$ cat src/rtl/seven_seg_pkg.sv
// Shared types and pin constants for the two-digit seven-segment scan driver.
package seven_seg_pkg;

  typedef enum logic [1:0] {
    BLANK_L = 2'd0,
    SHOW_L  = 2'd1,
    BLANK_R = 2'd2,
    SHOW_R  = 2'd3
  } scan_state_t;

  localparam logic [6:0] SEG_BLANK   = 7'h7F;
  localparam logic [1:0] DIGIT_OFF   = 2'b11;
  localparam logic [1:0] DIGIT_LEFT  = 2'b01;
  localparam logic [1:0] DIGIT_RIGHT = 2'b10;

  // Field positions within one digit byte: dp on top, g..a below.
  localparam int unsigned DP_BIT  = 7;
  localparam int unsigned SEG_MSB = 6;

endpackage

$ cat src/rtl/seg_slot_timer.sv
// Digit-slot counter: wraps every SCAN_DIV cycles, flags the blank window and slot edges.
module seg_slot_timer #(
  parameter int unsigned SCAN_DIV     = 50000,
  parameter int unsigned BLANK_CYCLES = 500
) (
  input  logic clk,
  input  logic rst_n,
  input  logic enable,
  output logic in_blank,
  output logic blank_done,
  output logic slot_start,
  output logic slot_end,
  output logic hold
);

  localparam int unsigned     CW        = $clog2(SCAN_DIV);
  localparam logic [CW-1:0]   LAST      = CW'(SCAN_DIV - 1);
  localparam logic [CW-1:0]   BLANK_END = CW'(BLANK_CYCLES);
  localparam logic [CW-1:0]   BLANK_LST = CW'(BLANK_CYCLES - 1);

  if (SCAN_DIV < 2 || BLANK_CYCLES < 1 || BLANK_CYCLES >= SCAN_DIV) begin : g_bad_params
    $error("seg_slot_timer: need SCAN_DIV >= 2 and 1 <= BLANK_CYCLES < SCAN_DIV");
  end

  logic [CW-1:0] cnt;

  always_ff @(posedge clk or negedge rst_n) begin
    if (!rst_n) begin
      cnt <= '0;
    end else if (!enable) begin
      cnt <= '0;
    end else if (cnt == LAST) begin
      cnt <= '0;
    end else begin
      cnt <= cnt + 1'b1;
    end
  end

  always_comb begin
    hold       = ~enable;
    in_blank   = (cnt < BLANK_END);
    blank_done = (cnt == BLANK_LST);
    slot_start = (cnt == '0);
    slot_end   = (cnt == LAST);
  end

endmodule

$ cat src/rtl/seven_seg_scan_driver.sv
// Double-buffered two-digit common-anode scan driver with anti-ghosting blank slots.
module seven_seg_scan_driver
  import seven_seg_pkg::*;
#(
  parameter int unsigned SCAN_DIV     = 50000,
  parameter int unsigned BLANK_CYCLES = 500
) (
  input  logic        clock,
  input  logic        clear_n,
  input  logic [15:0] encodedValue,
  input  logic        load,
  input  logic        enable,
  output logic [6:0]  seg_n,
  output logic        dp_n,
  output logic [1:0]  digit_n,
  output logic        frame_tick
);

  scan_state_t state, state_next;
  logic [15:0] pending, active;
  logic        in_blank, blank_done, slot_start, slot_end, hold;
  logic        frame_start;

  seg_slot_timer #(
    .SCAN_DIV     (SCAN_DIV),
    .BLANK_CYCLES (BLANK_CYCLES)
  ) u_timer (
    .clk        (clock),
    .rst_n      (clear_n),
    .enable     (enable),
    .in_blank   (in_blank),
    .blank_done (blank_done),
    .slot_start (slot_start),
    .slot_end   (slot_end),
    .hold       (hold)
  );

  always_comb begin
    state_next = state;
    case (state)
      BLANK_L: if (blank_done) state_next = SHOW_L;
      SHOW_L:  if (slot_end)   state_next = BLANK_R;
      BLANK_R: if (blank_done) state_next = SHOW_R;
      SHOW_R:  if (slot_end)   state_next = BLANK_L;
      default:                 state_next = BLANK_L;
    endcase
  end

  assign frame_start = !hold && (state == BLANK_L) && slot_start;

  always_ff @(posedge clock or negedge clear_n) begin
    if (!clear_n) begin
      state <= BLANK_L;
    end else if (hold) begin
      state <= BLANK_L;
    end else begin
      state <= state_next;
    end
  end

  // A load coinciding with the frame start bypasses pending so it shows this frame.
  always_ff @(posedge clock or negedge clear_n) begin
    if (!clear_n) begin
      pending <= '0;
      active  <= '0;
    end else begin
      if (load) begin
        pending <= encodedValue;
      end
      if (frame_start) begin
        active <= load ? encodedValue : pending;
      end
    end
  end

  always_ff @(posedge clock or negedge clear_n) begin
    if (!clear_n) begin
      seg_n      <= SEG_BLANK;
      dp_n       <= 1'b1;
      digit_n    <= DIGIT_OFF;
      frame_tick <= 1'b0;
    end else begin
      seg_n      <= SEG_BLANK;
      dp_n       <= 1'b1;
      digit_n    <= DIGIT_OFF;
      frame_tick <= !hold && (state == SHOW_R) && slot_end;
      if (!hold && !in_blank) begin
        case (state)
          SHOW_L: begin
            seg_n   <= ~active[8+SEG_MSB:8];
            dp_n    <= ~active[8+DP_BIT];
            digit_n <= DIGIT_LEFT;
          end
          SHOW_R: begin
            seg_n   <= ~active[SEG_MSB:0];
            dp_n    <= ~active[DP_BIT];
            digit_n <= DIGIT_RIGHT;
          end
          default: ;
        endcase
      end
    end
  end

endmodule

$ cat config.mk
export PLATFORM = sky130hd
export DESIGN_NAME = seven_seg_scan_driver
export DESIGN_NICKNAME = d
export VERILOG_FILES = /design/src/rtl/seven_seg_pkg.sv /design/src/rtl/seg_slot_timer.sv /design/src/rtl/seven_seg_scan_driver.sv
export SDC_FILE = /design/constraint.sdc
export NUM_CORES = 1
export LEC_CHECK = 0
export CAP_MARGIN = 20
export CORE_ASPECT_RATIO = 1.25
export CORE_MARGIN = 8
export CORE_UTILIZATION = 45
export CTS_BUF_LIST = sky130_fd_sc_hd__clkbuf_8
export CTS_CLUSTER_SIZE = 16
export DETAILED_ROUTE_END_ITERATION = 16
export PLACE_DENSITY_LB_ADDON = 0.1
export SYNTH_ARGS = -nofsm -noshare
export SYNTH_HDL_FRONTEND = slang
export SYNTH_HIERARCHICAL = 1
export SYNTH_SLANG_ARGS = --single-unit
$ cat constraint.sdc
create_clock -name clock -period 2.2 [get_ports clock]
set_input_delay 0.44 -clock clock [delete_from_list [all_inputs] [get_ports clock]]
set_output_delay 0.44 -clock clock [all_outputs]
set_load 0.02 [all_outputs]
==> parameters.txt, run 1 <==
Parameter                              Value

Clock network
  Root buffer cell ... sky130_fd_sc_hd__clkbuf_8
  CTS tree ... done
  Maximum clock insertion buffer count ... 2
  Clock edge transition at the registers on the reported setup and hold paths ... 0.07 ns
  Count of H-tree levels built during CTS ... 3
  Worst-Skew Late Latency ... 0.33 ns
  Number of clock buffers inserted by TritonCTS ... 9
  CTS sink count ... ~60
  Number of hold buffers added after CTS ... 0

Critical path
  Biggest fanout along the worst timing path ... 16
  Critical path launch point type ... flop
  Critical Setup Path Class ... reg -> reg
  Crit. End Element ... flop
  Arrival @ worst endpoint ... 2.48 ns
  Number of cells traversed by the worst register-to-register path ... 6
  Worst flop-to-flop path startpoint ... u_timer/cnt[11]
  Setup slack of the worst register-to-register path ... -0.06 ns
  Endpoint of the worst register-to-register path ... active[0]
  Data required time at the worst endpoint ... approximately 2.4 ns

Routing
  DRC errors left ... 0
  Wire length per cell after detailed routing ... around 15 um
  First DRT Iteration DRCs ... just over 60
  Via-to-Cell Ratio ... 5.00
  Post-detailed-route count of antenna-violating nets ... 0
  Total detailed-routing wirelength ... 5.20 mm
  DRT Pass-1 Iters ... 4
  Vias ... 1746

Layout
  Antenna fix cells ... 0
  Number of nets at the end of the flow ... approximately 290
  Sequential cell area in the final layout ... 0.00154 mm2
  Core Util, Final ... between 50% and 60%
  Area of combinational cells with multiple inputs ... about 0.0011 mm2
  Filler cell count ... 502
  Layout cells sized above 1 ... 30.3%
  Final design area excluding fillers ... between 0.003 and 0.004 mm2
  Area overhead of the layout relative to synthesis ... 26.0%

Timing
  Relative slew slack ... 67.1%
  Worst clock skew ... around 0.0062 ns
  Final Hold Viols ... 0
  PnR worst setup slack ... -0.0627 ns
  Maximum frequency from static timing analysis ... around 440 MHz
  Slew at the pin with the worst max-slew slack ... between 0.4 and 0.5 ns
  Crit share post-route ... 103%
  Final max-slew violation count ... 0
  Setup Viol. Count Final ... 17
  Final Critical Period ... around 2.3 ns
  Setup repair after global routing missed its margin ... true

Floorplanning
  Core Area ... 0.00605 mm2
  Die Ht ... approximately 100 um
  Site Rows ... 32
  Die W ... between 80 and 90 um
  Initial core utilization ... approximately 45%
  Area of the die ... between 0.008 and 0.009 mm2
  Number of top-level pins ... 31

Yosys
  Count of distinct cell types in the synthesized netlist ... 32
  Post-Synth Adder-Cell Area ... around 3.6%
  Largest family of logic cells by synthesized area ... multiplexers
  Synthesized area ... roughly 0.0027 mm2
  Syn_area_per_cell ... about 13 um2
  Post-synthesis register bit count ... just over 60
  Gate Count Post-Synth ... 210
  Post-synthesis compound-gate area fraction ... 3.92%
  Proportion of synthesized chip area in sequential cells ... 56.1%
  Share of synthesized area spent on multiplexers ... 14.5%
  Net count of the mapped netlist ... 238
  Count of yosys warnings during synthesis ... 6
  Xor/xnor share of the synthesized area ... 4.15%
  Synth Area in Simple Gates ... 13.6%

Placement
  Detail Placement HPWL ... about 3.7 mm
  Standard cell area after detailed placement ... 0.00319 mm2
  Final weighted congestion in routability-driven placement ... slightly above 0.8
  Port buffer count ... 30

Global route
  Total routing resource utilization after global routing ... 12.7%
  Antenna violations before repair ... 0
  Pin count of the biggest net entering global routing ... 43
  Global-route wire length before repair ... approximately 8.7 mm
  Global-route met2 utilization ... around 21%
  Met1 track utilization from global routing ... between 10% and 20%
  Most heavily used metal layer in global routing ... met2
  Grt ovf ... 0
  Number of global-route vias before repair ... 1817
  Met3 routing resource usage after global routing ... 3.32%

Power and ir drop
  Power density over the cells ... approximately 890 mW/mm2
  Maximum vdd ir drop ... 0.000380 V
  Pleak ... 1.48 nW
  Sum of internal, switching and leakage power ... 0.00307 W

Worst hold path
  Worst min-delay path class ... in -> async

Run
  Number of max-cap violations ... 0

Status
  Result of the run ... finished with violations
  Violated checks ... setup timing
==> layout by cell type (no fill, tap or decap), types with 2 or more instances in the layout <==
cell and n:
sky130_fd_sc_hd__clkbuf_8 10, sky130_fd_sc_hd__xnor2_1 12, sky130_fd_sc_hd__nand3_1 5, sky130_fd_sc_hd__buf_4 10, sky130_fd_sc_hd__or4_4 2, sky130_fd_sc_hd__buf_12 3
sky130_fd_sc_hd__nand2_1 7, sky130_fd_sc_hd__dfrtp_1 51, sky130_fd_sc_hd__nor2_1 26, sky130_fd_sc_hd__ha_1 8, sky130_fd_sc_hd__bufinv_16 2, sky130_fd_sc_hd__nor4_1 5
sky130_fd_sc_hd__inv_1 12, sky130_fd_sc_hd__or4_1 2, sky130_fd_sc_hd__mux2_4 15, sky130_fd_sc_hd__nand4_1 5, sky130_fd_sc_hd__nand3b_1 2, sky130_fd_sc_hd__clkinv_2 2
sky130_fd_sc_hd__clkdlybuf4s50_1 29, sky130_fd_sc_hd__nor3_1 5, sky130_fd_sc_hd__mux2_2 17, sky130_fd_sc_hd__dfstp_2 10, sky130_fd_sc_hd__o221ai_1 8
==> repair_timing <==
action	CTS	global route
setup buffers	1	1
gates resized for setup	3	3
pin swaps	1	0
setup endpoints to repair	18	18
==> cell usage after synthesis <==
master                     count  share of area (%)
sky130_fd_sc_hd__a21oi_1       1               0.18
sky130_fd_sc_hd__a31oi_1       1               0.23
sky130_fd_sc_hd__buf_12        1               0.73
sky130_fd_sc_hd__buf_6         4                1.6
sky130_fd_sc_hd__dfrtp_1      51                 47
sky130_fd_sc_hd__dfstp_2      10                9.6
sky130_fd_sc_hd__ha_1          8                3.6
sky130_fd_sc_hd__inv_1        12                1.6
sky130_fd_sc_hd__mux2_1        5                2.1
sky130_fd_sc_hd__mux2_2       17                7.0
sky130_fd_sc_hd__mux2_4       10                5.5
sky130_fd_sc_hd__nand2_1       7               0.96
sky130_fd_sc_hd__nand3_1       5               0.91
sky130_fd_sc_hd__nand3b_1      2               0.55
sky130_fd_sc_hd__nand3b_4      1               0.73
sky130_fd_sc_hd__nand4_1       5                1.1
sky130_fd_sc_hd__nor2_1       26                3.6
sky130_fd_sc_hd__nor3_1        5               0.91
sky130_fd_sc_hd__nor3_2        1               0.36
sky130_fd_sc_hd__nor4_1        5                1.1
sky130_fd_sc_hd__nor4_2        1               0.46
sky130_fd_sc_hd__nor4_4        1               0.78
sky130_fd_sc_hd__o221ai_1      8                2.6
sky130_fd_sc_hd__o311ai_0      2               0.64
sky130_fd_sc_hd__o32ai_1       1               0.32
sky130_fd_sc_hd__or2_2         1               0.23
sky130_fd_sc_hd__or2b_2        1               0.32
sky130_fd_sc_hd__or3_1         1               0.23
sky130_fd_sc_hd__or4_1         2               0.55
sky130_fd_sc_hd__or4_4         2               0.82
sky130_fd_sc_hd__xnor2_1      12                3.8
sky130_fd_sc_hd__xor2_1        1               0.32
==> stage by stage <==
stage	setup TNS [ns]	cells	setup slack, ns	hold WS (ns)
2_1_floorplan	-0.879	210	-0.108	0.144
3_3_place_gp	-1.36	331	-0.109	0.424
3_5_place_dp	-1.67	331	-0.141	0.431
4_1_cts	-0.916	348	-0.0852	0.0636
5_1_grt	-2.14	349	-0.148	0.0867
6_report	-0.659	349	-0.0627	0.0661
==> routing by layer <==
metal | wire [um] | share of wire (%) | up-vias
li1 | - | - | 842
met1 | 2290 | 44 | 856
met2 | 2610 | 50 | 39
met3 | 217 | 4.2 | 9
met4 | 87 | 1.7 | 0
met5 | 0 | 0 | -
==> worst max-delay path, cell delays in order (launching register included) <==
cell	delay [ns]
sky130_fd_sc_hd__dfrtp_1	0.38
sky130_fd_sc_hd__or4_4	0.54
sky130_fd_sc_hd__or4_4	0.46
sky130_fd_sc_hd__nor4_4	0.19
sky130_fd_sc_hd__nand3b_4	0.11
sky130_fd_sc_hd__buf_12	0.17
sky130_fd_sc_hd__mux2_4	0.30
==> where the power goes <==
group	leakage, nW	internal [W]	total, W	switching (W)
logic	0.623	0.000313	0.000552	0.000238
registers	0.743	0.00132	0.00143	0.000109
clock network	0.112	0.000666	0.00109	0.000426
total	1.48	0.00230	0.00307	0.000773
==> sequential cells by signal, indices dropped and copies added (netlist names) <==
register     flops
state            2
dp_n             1
active          16
frame_tick       1
pending         16
u_timer/cnt     16
digit_n          2
seg_n            7
==> final cells by class <==
class                      instances  share of cell area [%]
sequential                        61                    44.5
multi-input combinational        132                    32.2
timing repair buffer              43                    12.5
clock buffer                      10                    3.98
tap                               85                    3.08
clock inverter                     6                    2.50
inverter                          12                    1.30
==> worst max-delay path by stage <==
stage               slack [ns]          to             from  cells after the start
floorplan                -0.11   active[0]  u_timer/cnt[11]                      6
global placement         -0.11  active[15]  u_timer/cnt[11]                      5
detailed placement       -0.14  active[15]  u_timer/cnt[11]                      5
CTS                      -0.09   active[2]  u_timer/cnt[11]                      6
global route             -0.15   active[2]  u_timer/cnt[11]                      6
finish                   -0.06   active[0]  u_timer/cnt[11]                      6
==> cells by family after synthesis <==
kind of cell	count (synthesis)
flops	61
mux	32
simple gates	66
fa+ha+maj	8
buf+inv	17
compound gates	13
xor+xnor	13
Note: power is estimated with default switching activity, not from simulation.
==> inputs of run 2 (changes only) <==
Settings changed: CORE_MARGIN 8 to 4.
==> parameters.txt, run 2 (synthesis results as in run 1) <==
Parameter                              Value

Status
  Result of the run ... finished with violations
  Violated checks ... setup timing

Clock network
  Worst-Skew Late Latency ... 0.33 ns
  CTS sink count ... 61
  Root buffer cell ... sky130_fd_sc_hd__clkbuf_8
  Maximum clock insertion buffer count ... 2
  Number of clock buffers inserted by TritonCTS ... 9
  Number of hold buffers added after CTS ... 0
  Clock edge transition at the registers on the reported setup and hold paths ... 0.06 ns
  Count of H-tree levels built during CTS ... 3
  CTS tree ... done

Routing
  DRC errors left ... 0
  Wire length per cell after detailed routing ... 14.9 um
  Via-to-Cell Ratio ... between 5 and 6
  Post-detailed-route count of antenna-violating nets ... 0
  Total detailed-routing wirelength ... 5.18 mm
  Vias ... 1742
  DRT Pass-1 Iters ... 4
  First DRT Iteration DRCs ... about 120

Critical path
  Critical Setup Path Class ... reg -> reg
  Setup slack of the worst register-to-register path ... -0.14 ns
  Number of cells traversed by the worst register-to-register path ... 6
  Biggest fanout along the worst timing path ... 8
  Arrival @ worst endpoint ... 2.55 ns
  Data required time at the worst endpoint ... 2.42 ns
  Critical path launch point type ... flop
  Worst flop-to-flop path startpoint ... u_timer/cnt[11]
  Startpoint of the most critical setup path ... u_timer/cnt[11]
  Endpoint of the worst register-to-register path ... active[3]
  Crit. End Element ... flop
  Last element of the critical path ... active[3]

Power and ir drop
  Maximum vdd ir drop ... 0.000478 V
  Sum of internal, switching and leakage power ... 0.00299 W
  Pleak ... 1.48 nW
  Power density over the cells ... slightly below 900 mW/mm2

Timing
  Final Hold Viols ... 0
  Final max-slew violation count ... 0
  Maximum frequency from static timing analysis ... around 430 MHz
  Relative slew slack ... 74.5%
  Crit share post-route ... 106%
  Worst slack on hold paths ... between 0.09 and 0.1 ns
  Slew at the pin with the worst max-slew slack ... 0.380 ns
  Setup repair after global routing missed its margin ... true
  Worst clock skew ... 0.00814 ns
  Final Critical Period ... 2.34 ns
  Setup Viol. Count Final ... 17
  PnR worst setup slack ... -0.140 ns

Global route
  Antenna violations before repair ... 0
  Total routing resource utilization after global routing ... 15.7%
  Pin count of the biggest net entering global routing ... 62
  Grt ovf ... 0
  Global-route wire length before repair ... just under 9 mm
  Number of global-route vias before repair ... 1785

Placement
  Placed Cells ... 328
  Final weighted congestion in routability-driven placement ... 0.753
  Port buffer count ... 30
  Detail Placement HPWL ... 3.47 mm

Layout
  Layout cells sized above 1 ... 30.2%
  Area overhead of the layout relative to synthesis ... 25.4%
  Antenna fix cells ... 0
  Leading cell type in the layout, fill and taps excluded ... sky130_fd_sc_hd__dfrtp_1
  Top library cells by usage in the layout, fill and taps aside ... sky130_fd_sc_hd__dfrtp_1 (51), sky130_fd_sc_hd__clkdlybuf4s50_1 (29), sky130_fd_sc_hd__nor2_1 (26)
  Number of nets at the end of the flow ... 288
  Final instance count without filler cells ... 347
  Biggest registers after layout ... active x16, pending x16, u_timer/cnt x16

Floorplanning
  Area of the die ... 0.00742 mm2
  Core Area ... 0.00586 mm2
  Die W ... slightly below 80 um
  Die Ht ... 95.3 um
  Initial core utilization ... 46.8%
  Site Rows ... 31
  Number of top-level pins ... 31

Run
  Number of max-cap violations ... 0

Worst hold path
  Worst min-delay path class ... in -> async
-- run 2: cell count changes in the layout (fill, tap and decap cells not counted), sizes merged --
cell	change
inv	+1
bufinv	-1
clkinv	-1
nand3b	+1
clkbuf	+1
-- run 2: cell type report --
type                    instances  area, um2
inverters                      12       45.0
fillers                       493       2420
repair buffers                 43        418
multi-input cells             133       1130
clock buffers                  11        151
flip-flops and latches         61       1540
clock inverters                 5       51.3
well taps                      82        103
-- run 2: power breakdown --
part	total [W]	switching, W	internal (W)
registers	0.00143	0.000111	0.00132
clock network	0.000991	0.000415	0.000577
logic	0.000564	0.000253	0.000312
-- run 2: worst min-delay path by stage --
stage / start / to / cells past startpoint
2_1_floorplan: clear_n / active[0] / 0
3_3_place_gp: active[1] / seg_n[1] / 1
3_5_place_dp: active[1] / seg_n[1] / 1
4_1_cts: clear_n / pending[2] / 2
5_1_grt: clear_n / pending[2] / 2
6_report: clear_n / pending[2] / 2
-- run 2: critical path: stages, from the launching register on --
cell and delay [ns]:
sky130_fd_sc_hd__dfrtp_1 0.38, sky130_fd_sc_hd__or4_4 0.53, sky130_fd_sc_hd__or4_4 0.46, sky130_fd_sc_hd__nor4_4 0.17, sky130_fd_sc_hd__buf_4 0.16, sky130_fd_sc_hd__nand3b_4 0.17
sky130_fd_sc_hd__mux2_4 0.35
-- run 2: what timing repair did --
| action | CTS | global route |
|---|---|---|
| setup buffers | 2 | 0 |
| gates resized for setup | 1 | 5 |
| gates cloned | 1 | 0 |
| pin swaps | 0 | 0 |
| endpoints found under the setup margin | 18 | 18 |
-- run 2: through the flow --
stage | cell area (um2) | setup WS (ns) | util (%) | TNS (ns)
3_5_place_dp | 3180 | -0.118 | 54.3 | -1.35
5_1_grt | 3440 | -0.192 | 58.7 | -2.82
6_report | 3440 | -0.140 | 58.7 | -1.70
3_3_place_gp | 3180 | -0.0980 | 54.3 | -1.13
2_1_floorplan | 2740 | -0.108 | - | -0.879
4_1_cts | 3420 | -0.142 | 58.4 | -1.73
-- run 2: routing by layer --
layer | share of wire (%) | GRT usage [%] | routed length (um)
met1 | 45 | 19.4 | 2340
met2 | 48 | 24.9 | 2480
met3 | 4.5 | 3.88 | 234
met4 | 2.5 | 9.50 | 131
met5 | 0 | 0 | 0
